--- src/rtl/ascon_ctrl_fsm_pkg.sv ---
// Shared ASCON controller definitions: state enum, default round counts and
// the Moore output decode used by the control FSM.
package ascon_pkg;

    localparam int ASCON_ROUNDS_A = 12;
    localparam int ASCON_ROUNDS_B = 6;

    typedef enum logic [3:0] {
        S_IDLE,
        S_LOAD,
        S_PERM_INIT,
        S_KEY_INIT,
        S_AD_WAIT,
        S_PERM_AD,
        S_DOMSEP,
        S_DATA_WAIT,
        S_PERM_DATA,
        S_FINAL_WAIT,
        S_PERM_FINAL,
        S_TAG,
        S_DONE
    } ascon_ctrl_state_e;

    // Outputs that depend on the state alone (registered in the FSM)
    typedef struct packed {
        logic data_sel;
        logic en_reg_state;
        logic init_a;
        logic en_xor_key_end;
        logic en_xor_lsb;
        logic en_tag;
        logic data_ready;
        logic done;
        logic busy;
    } ascon_ctrl_moore_t;

    function automatic ascon_ctrl_moore_t ascon_ctrl_decode(input ascon_ctrl_state_e s);
        ascon_ctrl_moore_t m;
        m = '0;
        case (s)
            S_LOAD: begin
                m.data_sel     = 1'b1;
                m.en_reg_state = 1'b1;
                m.init_a       = 1'b1;
            end
            S_PERM_INIT, S_PERM_AD, S_PERM_DATA, S_PERM_FINAL: m.en_reg_state = 1'b1;
            S_KEY_INIT:  m.en_xor_key_end = 1'b1;
            S_DOMSEP:    m.en_xor_lsb = 1'b1;
            S_AD_WAIT, S_DATA_WAIT, S_FINAL_WAIT: m.data_ready = 1'b1;
            S_TAG: begin
                m.en_xor_key_end = 1'b1;
                m.en_tag         = 1'b1;
            end
            S_DONE:      m.done = 1'b1;
            default:     m = '0;
        endcase
        m.busy = (s != S_IDLE) && (s != S_DONE);
        return m;
    endfunction

endpackage

--- src/rtl/ascon_round_counter.sv ---
// Round index counter for the permutation phases: synchronous load,
// count enable and a terminal-count flag against a run-time last value.
module ascon_round_counter #(
    parameter int CNT_W = 4
) (
    input  logic             clock_i,
    input  logic             resetb_i,
    input  logic             load_i,
    input  logic [CNT_W-1:0] load_val_i,
    input  logic             en_i,
    input  logic [CNT_W-1:0] last_i,
    output logic [CNT_W-1:0] count_o,
    output logic             tc_o
);

    logic [CNT_W-1:0] r_count;

    // Load has priority over increment
    always_ff @(posedge clock_i or negedge resetb_i) begin
        if (!resetb_i) begin
            r_count <= '0;
        end else if (load_i) begin
            r_count <= load_val_i;
        end else if (en_i) begin
            r_count <= r_count + CNT_W'(1);
        end
    end

    assign count_o = r_count;
    assign tc_o    = (r_count == last_i);

endmodule

--- src/rtl/ascon_ctrl_fsm.sv ---
// ASCON-128 control FSM: sequences init, AD, domain separation, PT/CT blocks,
// finalisation and tag over the shared state/XOR/permutation datapath.
module ascon_ctrl_fsm
    import ascon_pkg::*;
#(
    parameter int NB_AD_BLOCKS = 1,
    parameter int NB_PT_BLOCKS = 3,
    parameter int ROUNDS_A     = ASCON_ROUNDS_A,
    parameter int ROUNDS_B     = ASCON_ROUNDS_B,
    parameter int CNT_W        = 4
) (
    input  logic             clock_i,
    input  logic             resetb_i,
    input  logic             start_i,
    input  logic             decrypt_i,
    input  logic             data_valid_i,
    output logic             data_ready_o,
    output logic             decrypt_o,
    output logic             data_sel_o,
    output logic             en_reg_state_o,
    output logic             en_xor_key_o,
    output logic             en_xor_key_end_o,
    output logic             en_xor_lsb_o,
    output logic             en_xor_data_o,
    output logic             en_cipher_o,
    output logic             en_tag_o,
    output logic             init_a_o,
    output logic             init_b_o,
    output logic [CNT_W-1:0] round_o,
    output logic [CNT_W-1:0] block_o,
    output logic             cypher_valid_o,
    output logic             end_o,
    output logic             busy_o
);

    if (NB_AD_BLOCKS < 0 || NB_PT_BLOCKS < 1 || ROUNDS_A < 1 || ROUNDS_B < 1 ||
        ROUNDS_A >= (1 << CNT_W) || ROUNDS_B >= (1 << CNT_W) ||
        (NB_AD_BLOCKS + NB_PT_BLOCKS) >= (1 << CNT_W)) begin : g_bad_params
        $error("ascon_ctrl_fsm: illegal parameter combination");
    end

    localparam logic [CNT_W-1:0] LP_LAST_A   = CNT_W'(ROUNDS_A - 1);
    localparam logic [CNT_W-1:0] LP_LAST_B   = CNT_W'(ROUNDS_B - 1);
    localparam logic [CNT_W-1:0] LP_AD_END   = CNT_W'(NB_AD_BLOCKS);
    localparam logic [CNT_W-1:0] LP_DATA_END = CNT_W'(NB_AD_BLOCKS + NB_PT_BLOCKS - 1);

    ascon_ctrl_state_e  r_state;
    ascon_ctrl_state_e  w_state_nxt;
    ascon_ctrl_moore_t  r_moore;
    logic [CNT_W-1:0]   r_block;
    logic               r_decrypt;
    logic               r_cypher_valid;

    logic               w_start_acc;
    logic               w_acc_ad;
    logic               w_acc_data;
    logic               w_acc_final;
    logic               w_accept;
    logic               w_en_cipher;
    logic               w_in_perm;
    logic               w_round_tc;
    logic [CNT_W-1:0]   w_round;
    logic [CNT_W-1:0]   w_round_last;

    assign w_start_acc = start_i && (r_state == S_IDLE || r_state == S_DONE);
    assign w_acc_ad    = data_valid_i && (r_state == S_AD_WAIT);
    assign w_acc_data  = data_valid_i && (r_state == S_DATA_WAIT);
    assign w_acc_final = data_valid_i && (r_state == S_FINAL_WAIT);
    assign w_accept    = w_acc_ad || w_acc_data || w_acc_final;
    assign w_en_cipher = w_acc_data || w_acc_final;

    assign w_in_perm    = (r_state == S_PERM_INIT) || (r_state == S_PERM_AD) ||
                          (r_state == S_PERM_DATA) || (r_state == S_PERM_FINAL);
    assign w_round_last = (r_state == S_PERM_INIT || r_state == S_PERM_FINAL) ? LP_LAST_A : LP_LAST_B;

    // Round counter restarts from 0 on the last round so every PERM entry sees 0
    ascon_round_counter #(
        .CNT_W(CNT_W)
    ) u_round_cnt (
        .clock_i    (clock_i),
        .resetb_i   (resetb_i),
        .load_i     (w_in_perm && w_round_tc),
        .load_val_i ('0),
        .en_i       (w_in_perm && !w_round_tc),
        .last_i     (w_round_last),
        .count_o    (w_round),
        .tc_o       (w_round_tc)
    );

    // Next-state selection
    always_comb begin
        w_state_nxt = r_state;
        case (r_state)
            S_IDLE, S_DONE: if (start_i) w_state_nxt = S_LOAD;
            S_LOAD:         w_state_nxt = S_PERM_INIT;
            S_PERM_INIT:    if (w_round_tc) w_state_nxt = S_KEY_INIT;
            S_KEY_INIT:     w_state_nxt = (NB_AD_BLOCKS > 0) ? S_AD_WAIT : S_DOMSEP;
            S_AD_WAIT:      if (data_valid_i) w_state_nxt = S_PERM_AD;
            S_PERM_AD:      if (w_round_tc) w_state_nxt = (r_block < LP_AD_END) ? S_AD_WAIT : S_DOMSEP;
            S_DOMSEP:       w_state_nxt = (NB_PT_BLOCKS > 1) ? S_DATA_WAIT : S_FINAL_WAIT;
            S_DATA_WAIT:    if (data_valid_i) w_state_nxt = S_PERM_DATA;
            S_PERM_DATA:    if (w_round_tc) w_state_nxt = (r_block < LP_DATA_END) ? S_DATA_WAIT : S_FINAL_WAIT;
            S_FINAL_WAIT:   if (data_valid_i) w_state_nxt = S_PERM_FINAL;
            S_PERM_FINAL:   if (w_round_tc) w_state_nxt = S_TAG;
            S_TAG:          w_state_nxt = S_DONE;
            default:        w_state_nxt = S_IDLE;
        endcase
    end

    // State, registered Moore outputs (decoded from the next state so they align
    // with it), block counter, captured mode and the cipher-valid pulse
    always_ff @(posedge clock_i or negedge resetb_i) begin
        if (!resetb_i) begin
            r_state        <= S_IDLE;
            r_moore        <= '0;
            r_block        <= '0;
            r_decrypt      <= 1'b0;
            r_cypher_valid <= 1'b0;
        end else begin
            r_state        <= w_state_nxt;
            r_moore        <= ascon_ctrl_decode(w_state_nxt);
            r_cypher_valid <= w_en_cipher;
            if (w_start_acc) begin
                r_decrypt <= decrypt_i;
            end
            if (w_state_nxt == S_LOAD) begin
                r_block <= '0;
            end else if (w_accept) begin
                r_block <= r_block + CNT_W'(1);
            end
        end
    end

    assign data_ready_o     = r_moore.data_ready;
    assign decrypt_o        = r_decrypt;
    assign data_sel_o       = r_moore.data_sel;
    assign en_reg_state_o   = r_moore.en_reg_state | w_accept;
    assign en_xor_key_o     = w_acc_final;
    assign en_xor_key_end_o = r_moore.en_xor_key_end;
    assign en_xor_lsb_o     = r_moore.en_xor_lsb;
    assign en_xor_data_o    = w_accept;
    assign en_cipher_o      = w_en_cipher;
    assign en_tag_o         = r_moore.en_tag;
    assign init_a_o         = r_moore.init_a | w_acc_final;
    assign init_b_o         = w_acc_ad | w_acc_data;
    assign round_o          = w_round;
    assign block_o          = r_block;
    assign cypher_valid_o   = r_cypher_valid;
    assign end_o            = r_moore.done;
    assign busy_o           = r_moore.busy;

endmodule

--- config.mk ---
export PLATFORM = sky130hd
export DESIGN_NAME = ascon_ctrl_fsm
export DESIGN_NICKNAME = d
export VERILOG_FILES = /design/src/rtl/ascon_ctrl_fsm_pkg.sv /design/src/rtl/ascon_round_counter.sv /design/src/rtl/ascon_ctrl_fsm.sv
export SDC_FILE = /design/constraint.sdc
export NUM_CORES = 1
export LEC_CHECK = 0
export CORE_MARGIN = 10
export CORE_UTILIZATION = 35
export CTS_CLUSTER_SIZE = 20
export DETAILED_ROUTE_END_ITERATION = 8
export PLACE_DENSITY = 0.55
export SYNTH_ARGS = -nofsm -noshare
export SYNTH_HDL_FRONTEND = slang
export SYNTH_SLANG_ARGS = --single-unit
--- constraint.sdc ---
create_clock -name clock_i -period 7.2 [get_ports clock_i]
set_input_delay 1.08 -clock clock_i [delete_from_list [all_inputs] [get_ports clock_i]]
set_output_delay 1.08 -clock clock_i [all_outputs]
set_load 0.01 [all_outputs]
# ---- After elaboration in Yosys (flattened, before gate mapping)
# Index checks and enable logic that the tools add are counted.
dict set report classes {
  magnitude_cmp 2
  bitwise 3
  eq_ne 26
  n_mux 23
  reduce_logical 24
  n_addsub 2
}
# op count
set ops {}
lappend ops {{$mux W4} 14}
lappend ops {{$pmux W4 S12} 1}
lappend ops {{$eq A4 B4 Y1 const B} 10}
lappend ops {{$eq A4 B3 Y1 const B} 8}
lappend ops {{$eq A4 B2 Y1 const B} 4}
lappend ops {{$add A4 B1 Y4 const B} 2}
lappend ops {{$eq A4 B1 Y1 const B} 2}
lappend ops {{$logic_or A1 B1 Y1} 8}
lappend ops {{$logic_and A1 B1 Y1} 7}
lappend ops {{$mux W1} 7}
lappend ops {{$reduce_or A5 Y1} 1}
lappend ops {{$eq A4 B4 Y1} 1}
lappend ops {{$logic_not A4 Y1} 1}
lappend ops {{$lt A4 B1 Y1 const B} 1}
lappend ops {{$lt A4 B2 Y1 const B} 1}
lappend ops {{$ne A4 B4 Y1 const B} 1}
lappend ops {{$reduce_bool A2 Y1} 2}
lappend ops {{$reduce_bool A4 Y1} 1}
lappend ops {{$reduce_or A2 Y1} 2}
lappend ops {{$or A1 B1 Y1} 3}
lappend ops {{$reduce_or A3 Y1} 1}
lappend ops {{$mux W2} 1}
lappend ops {{$logic_not A1 Y1} 1}
dict set report word_totals {
  out_inout_bits 23
  in_bits 5
  register_bits 22
  word_cells 93
}

# ---- Logic depth before layout (Yosys ltp)
# Gate-level depths: netlist of the first run.
dict set report depth {
  ltp_word 9
  depth_mapped 10
  depth_no_buf 9
}

# ---- Cells and area by module
# A second synthesis of the first run with hierarchy kept.
dict set report hier_totals {
  hier_cells 138
  hier_area_um2 1282.5
}
# mod instances seq_area_each_um2 cells_each area_each_um2
set by_module_without_submodules {}
lappend by_module_without_submodules {ascon_ctrl_fsm 1 450.4 115 1038.5}
lappend by_module_without_submodules {ascon_round_counter 1 100.1 23 244.0}

# ---- Least setup slack after synthesis of the first run
# Ideal clock, no wire load.
dict set report synth_timing {
  kind {input-to-output}
  start {input data_valid_i}
  end {output en_reg_state_o}
  cell_stages 3
  t_arrival_ps 2040
  setup_slack_ps 4080
  t_required_ps 6120
  n_path_buf 0
  path_cell_list {inv_1 -> a211oi_1 -> or2_2}
}
dict set report synth_between {
  elab_chain_len 4
  elab_cells_between_ends 6
  cone_classes {1 x bitwise; 5 x reduce/logical}
}
# item line_no
set synth_lines {}
lappend synth_lines {{from (decl)} ascon_ctrl_fsm.sv:16} ;# input logic data_valid_i,
lappend synth_lines {{$logic_and A1 B1 Y1, on equally long branches} {ascon_ctrl_fsm.sv:66, ascon_ctrl_fsm.sv:67}}
lappend synth_lines {{$logic_or A1 B1 Y1} ascon_ctrl_fsm.sv:69} ;# assign w_accept = w_acc_ad || w_acc_data || w_acc_final;
lappend synth_lines {{$logic_or A1 B1 Y1 *} ascon_ctrl_fsm.sv:69}
lappend synth_lines {{via en_xor_data_o} ascon_ctrl_fsm.sv:24} ;# output logic en_xor_data_o,
lappend synth_lines {{$or A1 B1 Y1 *} ascon_ctrl_fsm.sv:137} ;# assign en_reg_state_o = r_moore.en_reg_state | w_accept;
lappend synth_lines {{to (decl)} ascon_ctrl_fsm.sv:20} ;# output logic en_reg_state_o,
# Mark *: on every way through the listed nets, which the timed path passes. The rest lies on a longest branch.

# ---- Worst setup path in the final report of the first run
dict set report layout_timing {
  start {input data_valid_i}
  end {output en_reg_state_o}
}
dict set report layout_between {
  elab_chain_len 4
  elab_cells_between_ends 6
  cone_classes {1 x bitwise; 5 x reduce/logical}
}
# item line_no
set layout_lines {}
lappend layout_lines {{$logic_and A1 B1 Y1, on equally long branches} {ascon_ctrl_fsm.sv:66, ascon_ctrl_fsm.sv:67}}
lappend layout_lines {{$logic_or A1 B1 Y1} ascon_ctrl_fsm.sv:69}
lappend layout_lines {{$logic_or A1 B1 Y1 *} ascon_ctrl_fsm.sv:69}
lappend layout_lines {{$or A1 B1 Y1 *} ascon_ctrl_fsm.sv:137}
# Every way passes the cells marked *; elsewhere a longest branch is shown, timed or not.

==> reports/qor.csv, run 1 <==
metric,value,unit
ys_seq_area_share,37.0,%
worst_slack,2.78,ns
post_drt_wl_per_cell,15.8,um
startpoint_type,primary input,
leakage,0.780,nW
cts_resized,0,
internal-power,0.433,mW
vias_per_cell,5.28,
synth-xor-area-share,2.94,%
die-area,7260,um^2
outcome,"finished, final reports clean",
ys_warn_count,0,
hp-class,flop to flop,
io-pin-count,28,
cts_buffers,3,
critical_path.most_common_cell,clkdlybuf4s50_1,
grt_max_degree,24,
synthMuxAreaShare,4.71,%
fillers,395,
initial_core_util,36.7,%
place_ws,2.79,ns
yosys.area_share.simple,25.9,%
maxSlewViolCount,0,
yosysTopAreaCellShare,37.0,%
synth_cell_types,50,
cp_max_fo,7,
worst-path-buf-inv,3,
setup_tns,0,ns
cts_tree,done,
fin_crit_sh,61.4,%
seqPwrFrac,30.3,%
fin_crit,4.42,ns
place.port_buffers,27,
drive_above_1_share,11.6,%
root_buffer,clkbuf_8,
clock_latency,0.26,ns
crit_chain,clkdlybuf4s50_1 > inv_1 > a211oi_1 > or2_2 > clkdlybuf4s50_1,
vdd_ir_drop_max,206,uV
cts_hold_buffers,0,
max_stage_delay,0.70,ns
ant_nets,0,
critPathCaptureType,output pin,
dr_total_vias,1263,
die_w,85.2,um
clock_path_buffers,2,
firstDrtPassIters,4,
path_clk_slew,0.08,ns
setup_violations,0,
gp_congestion,0.853,
p_sw,0.326,mW
drt_wl_total,3770,um
max_clock_freq,226,MHz
drc,0,
synth_top_family_by_area,simple AND/OR/NAND/NOR gates,
final_util,45.5,%
max_slew.worst_pin.slew,1.03,ns
synth-edff-count,0,
grt_pass1_vias,1307,
antenna_found_initial,0,
syn_inst,165,
grt_util_all_layers,10.7,%
critical_path_class,primary input to output pin,
overflow,0,
p_total,0.759,mW
critPathArrivalTime,3.34,ns
synth-seq-cells,22,
relSlewSlack,31.3,%
clockPowerShare,15.1,%
rows,23,
switching_share,42.9,%
syn2layout_area_growth,24.1,%
grt_pass1_wl,6610,um
nNetsFinal,202,
hpwl,2870,um
avgSynthCellArea,9.02,um^2
post_cts_buffers,0,
required,6.12,ns
synthArstFlopShare,100,%
rsz0062_at_grt,no,
cts_max_level,1,
synth_compound_area_share,18.4,%
synth.largest_area_cell,dfrtp_1,
synth_fa_ha_area_share,5.89,%
clock_sinks,22,
antenna_cells,0,
drt_iter0_markers,128,
power_density,411,nW/um^2
hold_viol,0,
syn-num-nets,177,
clock_skew,0.00566,ns
syn_area,1490,um^2
cap_violations,0,
synth.area.top_cells,"dfrtp_1 37%, ha_1 5.9%, nor2_1 5.3%",
power_frac_comb,54.6,%
critPathSlowestCell,a211oi_1,
chipHeight,85.2,um
synth_ff_type,dfrtp_1,
coreArea,4060,um^2
crit_family,buffers and inverters,
==> power by group through the flow <==
stage / logic (mW) / registers [mW] / clock network (mW)
final: 0.415 / 0.230 / 0.115
after global routing: 0.469 / 0.241 / 0.125
after CTS: 0.420 / 0.229 / 0.118
after detailed placement: 0.417 / 0.232 / 0
after global placement: 0.413 / 0.228 / 0
after floorplan: 0.293 / 0.215 / 0
==> stage by stage <==
step                cell area [um^2]  hold slack (ns)  instances
floorplan                       1490            0.550        165
global placement                1770            0.489        235
detailed placement              1770            0.495        235
CTS                             1850            0.515        239
global route                    1850            0.534        239
finish                          1850            0.509        239
==> cell families (layout without fill, tap and decap cells) <==
group	count (synthesis)	count (layout)
multiplexers	5	5
AND/OR/NAND/NOR	73	73
adder cells (fa/ha/maj)	7	7
flip-flops	22	22
buffers and inverters	15	39
XOR/XNOR	5	5
AO/OA/AOI/OAI	38	38
==> placed cells by master (no fill, tap or decap), drive strengths merged, types with 4 or more instances in the layout <==
cell and instances:
nand3 6, a211oi 4, nor2 24, clkdlybuf4s50 27
xor2 4, dfrtp 22, ha 7, nor3 7
o21ai 9, inv 8, nand2 17, a21oi 10
==> worst register-to-register path, stage by stage (launching register included) <==
cell and delay (ns):
dfrtp_1 0.44, inv_1 0.11, ha_1 0.53, nor2_4 0.07, nand3b_2 0.24, and2_4 0.18
o31ai_2 0.34, nor2_2 0.14, or4_1 0.53, a31oi_1 0.16
==> sequential cells by signal (all words and copies together), names as in the netlist, 2 cells and up <==
register and flops:
r_moore 2, block_o 4, r_state 4, u_round_cnt.count_o 4
==> layout make-up <==
cell class	instances	area (um^2)	share of cell area, %
multi-input cells	128	861	46.6
flip-flops and latches	22	551	29.8
repair buffers	27	270	14.6
well taps	50	62.6	3.39
clock buffers	3	41.3	2.24
clock inverters	1	30.0	1.63
inverters	8	30.0	1.63
==> routing by layer <==
metal	wire [um]	share of wire (%)	global-route usage [%]	up-vias
met3	183	4.9	2.77	2
met5	0	0	0	-
met2	1790	48	17.0	25
met1	1770	47	14.2	598
li1	-	-	-	638
met4	21	0.56	2.40	0
==> final timing paths <==
check	from	to	slack, ns	cells after the start
max	data_valid_i	en_reg_state_o	2.78	5
min	decrypt_o$_DFFE_PN0P_	decrypt_o$_DFFE_PN0P_	0.51	1
max reg2reg	r_state[2]$_DFF_PN0_	data_ready_o$_DFF_PN0_	4.38	9
min reg2reg	decrypt_o$_DFFE_PN0P_	decrypt_o$_DFFE_PN0P_	0.51	1
max in group asynchronous	resetb_i	r_state[0]$_DFF_PN0_	5.20	1
min in group asynchronous	resetb_i	block_o[0]$_DFFE_PN0P_	1.38	1
==> cell usage after synthesis (2+ instances only) <==
cell and n:
a211oi_1 4, or2_2 3, buf_4 2, nor2_1 21, xor2_1 4, o21ai_1 2
ha_1 7, a21oi_1 10, a211o_1 2, nor2b_1 3, nor2_2 2, mux2_2 2
nor3_1 7, buf_2 4, nand4_1 2, nand2_2 2, nand3_1 6, dfrtp_1 22
nand2_1 15, o21a_1 2, inv_1 8, o21ai_0 7
No activity file was read; power rests on OpenSTA's default activity.
==> inputs of run 2 (changes only) <==
- clock period: 7.2 -> 4.07 ns (I/O delays scaled with it)
==> run 2 against run 1 <==
  * Combinational power up 78%
  * Wire length down 0.56%
  * Utilization up 0.19 points
  * Final cell count grew 0.42%
  * Via count rose by 2.7%
  * Largest cell class unchanged
  * Largest power group unchanged
==> reports/qor.csv, run 2 (synthesized netlist as in run 1, its figures left out) <==
metric,value,unit,change
cts_hold_buffers,0,,unchanged
fillers,386,,-2.3%
antenna_found_initial,0,,unchanged
setup_violations,0,,unchanged
die-area,7260,um^2,unchanged
vdd_ir_drop_max,350,uV,+70%
maxSlewViolCount,0,,unchanged
place.port_buffers,27,,unchanged
max_clock_freq,306,MHz,
rows,23,,unchanged
critical_path_class,flop to output pin,,
hold_viol,0,,unchanged
final_util,45.7,%,+0.19 points
overflow,0,,unchanged
io-pin-count,28,,unchanged
leakage,0.786,nW,+0.67%
post_cts_buffers,0,,unchanged
setup_tns,0,ns,unchanged
ant_nets,0,,unchanged
startpoint_type,flop,,
endpoint,en_reg_state_o,,
hold_ws,0.511,ns,+0.00186 ns
syn2layout_area_growth,24.6,%,
ff2ff_path_depth,9,,unchanged
critPathCaptureType,output pin,,
relSlewSlack,31.4,%,+0.11 points
rrSetupSlack,1.24,ns,-3.14 ns
coreArea,4060,um^2,unchanged
grt_util_all_layers,10.4,%,-0.34 points
clock_latency,0.27,ns,about the same
firstDrtPassIters,5,,+1
clock_skew,0.00233,ns,-0.00333 ns
antenna_cells,0,,unchanged
drt_iter0_markers,92,,-28%
critPathArrivalTime,2.66,ns,-0.68 ns
initial_core_util,36.7,%,unchanged
rr_startpoint,r_state[2]$_DFF_PN0_,,
most-common-layout-cells,"27 x clkdlybuf4s50_1, 22 x dfrtp_1, 21 x nor2_1",,
cp_max_fo,9,,+2
r2r-end,data_ready_o$_DFF_PN0_,,
path_clk_slew,0.09,ns,about the same
cts_tree,done,,
worst_slack,0.800,ns,-1.98 ns
grt_pass1_wl,6230,um,-5.7%
drc,0,,unchanged
hpwl,2880,um,+0.37%
required,3.46,ns,-2.66 ns
clock_path_buffers,2,,unchanged
startpoint,r_state[3]$_DFF_PN0_,,
rsz0062_at_grt,no,,
post_drt_wl_per_cell,15.6,um,-0.97%
drive_above_1_share,12.1,%,+0.47 points
worstHoldPathCells,1,,unchanged
hp-class,flop to flop,,
cap_violations,0,,unchanged
cts_max_level,1,,unchanged
root_buffer,clkbuf_8,,
power_density,730,nW/um^2,+78%
chipHeight,85.2,um,unchanged
grt_pass1_vias,1226,,-6.2%
max_slew.worst_pin.slew,1.03,ns,-0.00161 ns
drt_wl_total,3750,um,-0.56%
gp_congestion,0.794,,-6.9%
final_area,1850,um^2,+0.41%
nNetsFinal,203,,+0.50%
place_ws,1.08,ns,-1.71 ns
dr_total_vias,1297,,+2.7%
fin_crit_sh,80.3,%,
cts_buffers,3,,unchanged
clock_sinks,22,,unchanged
outcome,"finished, final reports clean",,
place_area,1780,um^2,+0.42%
die_w,85.2,um,unchanged
layout_commonest_cell,clkdlybuf4s50_1,,
vias_per_cell,5.40,,+2.3%
fin_crit,3.27,ns,
cts_resized,0,,unchanged
grt_max_degree,24,,unchanged
==> run 2: cell count changes in the layout (fill, tap and decap cells not counted) <==
| cell | before | now |
|---|---|---|
| buf_4 | 0 | 1 |
==> run 2: routing by layer <==
| layer | vias to the layer above | GRT usage (%) | wire [um] | share of wire [%] |
|---|---|---|---|---|
| met2 | 32 | 16.3 | 1750 | 47 |
| met4 | 0 | 3.44 | 42 | 1.1 |
| met5 | - | 0 | 0 | 0 |
| li1 | 641 | - | - | - |
| met3 | 5 | 2.77 | 222 | 5.9 |
| met1 | 619 | 13.4 | 1730 | 46 |
==> run 2: metrics by stage <==
step	cells	power, mW
after floorplan	165	0.898
after global placement	236	1.14
after detailed placement	236	1.15
after CTS	240	1.36
after global routing	240	1.46
final	240	1.35
==> run 2: final cells by class <==
class	instances	area, um^2	area share [%]
clock inverter	1	30.0	1.62
sequential	22	551	29.7
clock buffer	3	41.3	2.23
timing repair buffer	28	278	15.0
inverter	8	30.0	1.62
tap	50	62.6	3.38
multi-input combinational	128	861	46.5
==> run 2: how the worst min path moves through the flow <==
stage               slack, ns             startpoint                     end
global route             0.55  decrypt_o$_DFFE_PN0P_   decrypt_o$_DFFE_PN0P_
global placement         0.49  decrypt_o$_DFFE_PN0P_   decrypt_o$_DFFE_PN0P_
finish                   0.51  decrypt_o$_DFFE_PN0P_   decrypt_o$_DFFE_PN0P_
detailed placement       0.49  decrypt_o$_DFFE_PN0P_   decrypt_o$_DFFE_PN0P_
floorplan                0.31               resetb_i  block_o[0]$_DFFE_PN0P_
CTS                      0.52  decrypt_o$_DFFE_PN0P_   decrypt_o$_DFFE_PN0P_
==> run 2: where the power goes <==
group	switching [mW]	internal (mW)	leakage [nW]
Combinational	0.390	0.347	0.462
Sequential	0.113	0.292	0.287
Clock	0.0799	0.132	0.0357
==> run 2: worst max-delay path, cell delays in order (launching register included) <==
cell and delay [ns]:
dfrtp_1 0.41, inv_1 0.10, ha_1 0.37, nor2b_1 0.32, a211oi_1 0.10, a211oi_1 0.26
buf_4 0.19, or2_2 0.11, clkdlybuf4s50_1 0.53
==> inputs of run 3 (changes only) <==
- clock period: 4.07 -> 3.3 ns (I/O delays scaled with it)
==> run 3 against run 2 <==
  * Sequential power up 23%
  * Global-route usage down 0.34 points
  * Combinational power grew 25%
  * Register-to-register slack lost 0.76 ns
  * Sequential cell count unchanged
  * Largest power group unchanged
  * Worst setup slack worse by 0.62 ns
  * Non-clock buffer count grew 1
  * Clock power up 18%
  * Die area is the same
  * First-iteration DRC count increased by 12%
  * Power increased by 23%
==> reports/qor.csv, run 3 (synthesized netlist as in run 1, its figures left out) <==
metric,value,unit,change
finalNonFillerCells,241,,+0.42%
clock_sinks,22,,unchanged
power_frac_comb,55.3,%,+0.9 points
drive_above_1_share,13.1,%,+0.98 points
overflow,0,,unchanged
firstDrtPassIters,4,,-1
initial_core_util,36.7,%,unchanged
most-common-layout-cells,"27 x clkdlybuf4s50_1, 22 x dfrtp_1, 21 x nor2_1",,
grt_pass1_vias,1239,,+1.1%
vdd_ir_drop_max,418,uV,+20%
max_clock_freq,320,MHz,
internal-power,0.959,mW,+24%
clockPowerShare,15.0,%,-0.6 points
setup_tns,0,ns,unchanged
place_area,1790,um^2,+0.42%
vias_per_cell,5.35,,-0.95%
rsz0062_at_grt,no,,
die_w,85.2,um,unchanged
chipHeight,85.2,um,unchanged
final_area,1860,um^2,+0.54%
cts_hold_buffers,0,,unchanged
gp_congestion,0.847,,+6.6%
required,2.80,ns,-0.66 ns
grt_max_degree,24,,unchanged
seqPwrFrac,29.7,%,-0.2 points
switching_share,42.6,%,-0.48 points
clock_latency,0.26,ns,about the same
leakage,0.790,nW,+0.53%
critical_path_class,flop to output pin,,
cts_tree,done,,
critPathArrivalTime,2.63,ns,-0.03 ns
worst_slack,0.178,ns,-0.622 ns
power_density,896,nW/um^2,+23%
outcome,"finished, final reports clean",,
setup_violations,0,,unchanged
placed_cells,237,,+0.42%
die-area,7260,um^2,unchanged
ant_nets,0,,unchanged
post_drt_wl_per_cell,15.0,um,-4.0%
clock_skew,0.00306,ns,+0.000730 ns
critPathCaptureType,output pin,,
cap_violations,0,,unchanged
path_clk_slew,0.08,ns,about the same
drt_wl_total,3620,um,-3.6%
antenna_cells,0,,unchanged
hold_viol,0,,unchanged
dr_total_vias,1290,,-0.54%
relSlewSlack,32.9,%,+1.5 points
rows,23,,unchanged
p_sw,0.711,mW,+22%
hold_ws,0.525,ns,+0.0136 ns
p_total,1.67,mW,+23%
hp-class,flop to flop,,
place.port_buffers,27,,unchanged
antenna_found_initial,0,,unchanged
nNetsFinal,204,,+0.49%
drc,0,,unchanged
startpoint_type,flop,,
max_slew.worst_pin.slew,1.00,ns,-0.0228 ns
cts_max_level,1,,unchanged
cp_max_fo,12,,+3
clock_path_buffers,2,,unchanged
io-pin-count,28,,unchanged
root_buffer,clkbuf_8,,
fin_crit_sh,94.6,%,
syn2layout_area_growth,25.2,%,
drt_iter0_markers,103,,+12%
grt_util_all_layers,10.1,%,-0.34 points
final_util,45.9,%,+0.25 points
grt_pass1_wl,6190,um,-0.66%
layout_commonest_cell,clkdlybuf4s50_1,,
cts_buffers,3,,unchanged
fin_crit,3.12,ns,
coreArea,4060,um^2,unchanged
maxSlewViolCount,0,,unchanged
place_ws,0.429,ns,-0.651 ns
fillers,390,,+1.0%
hpwl,2740,um,-4.9%
run 3: cell types whose count changed in the layout (fill, tap and decap cells not counted):
cell and delta:
buf_4 +1, ha_1 -1, ha_2 +1
run 3: area by class of cell:
class / instances / area [um^2] / area share (%)
multi-input cells: 128 / 863 / 46.3
inverters: 8 / 30.0 / 1.61
well taps: 50 / 62.6 / 3.36
clock inverters: 1 / 30.0 / 1.61
flip-flops and latches: 22 / 551 / 29.5
clock buffers: 3 / 41.3 / 2.22
repair buffers: 29 / 285 / 15.3
run 3: worst paths after layout:
| kind | slack [ns] | startpoint | cells past startpoint | to |
|---|---|---|---|---|
| hold reg to reg | 0.52 | decrypt_o$_DFFE_PN0P_ | 1 | decrypt_o$_DFFE_PN0P_ |
| setup / recovery | 0.18 | r_state[2]$_DFF_PN0_ | 7 | en_reg_state_o |
| max in group asynchronous | 1.92 | resetb_i | 1 | r_state[2]$_DFF_PN0_ |
| min in group asynchronous | 0.78 | resetb_i | 1 | block_o[3]$_DFFE_PN0P_ |
| setup reg to reg | 0.48 | r_state[2]$_DFF_PN0_ | 9 | data_ready_o$_DFF_PN0_ |
| hold / removal | 0.52 | decrypt_o$_DFFE_PN0P_ | 1 | decrypt_o$_DFFE_PN0P_ |
run 3: worst max-delay path, cell delays in order (launching register included):
cell	delay (ns)
dfrtp_1	0.44
inv_1	0.11
ha_1	0.49
a211oi_1	0.16
a211oi_1	0.31
buf_4	0.21
or2_2	0.11
clkdlybuf4s50_1	0.53
run 3: repair_timing:
| action | 4_1_cts | 5_1_grt |
|---|---|---|
| setup endpoints to repair | 0 | 1 |
| resized for setup | 0 | 1 |
| setup buffers | 0 | 0 |
run 3: power groups by stage:
stage,combinational (mW),clock [mW],sequential [mW]
final,0.924,0.250,0.497
after global routing,1.03,0.272,0.517
after CTS,0.924,0.259,0.496
after detailed placement,0.916,0,0.501
after global placement,0.922,0,0.498
after floorplan,0.638,0,0.469
run 3: metal layers:
| layer | vias to the layer above | track usage [%] | share of wire, % |
|---|---|---|---|
| li1 | 642 | - | - |
| met1 | 606 | 12.9 | 46 |
| met2 | 37 | 16.1 | 47 |
| met3 | 5 | 2.29 | 6.2 |
| met4 | 0 | 3.14 | 1.1 |
| met5 | - | 0 | 0 |
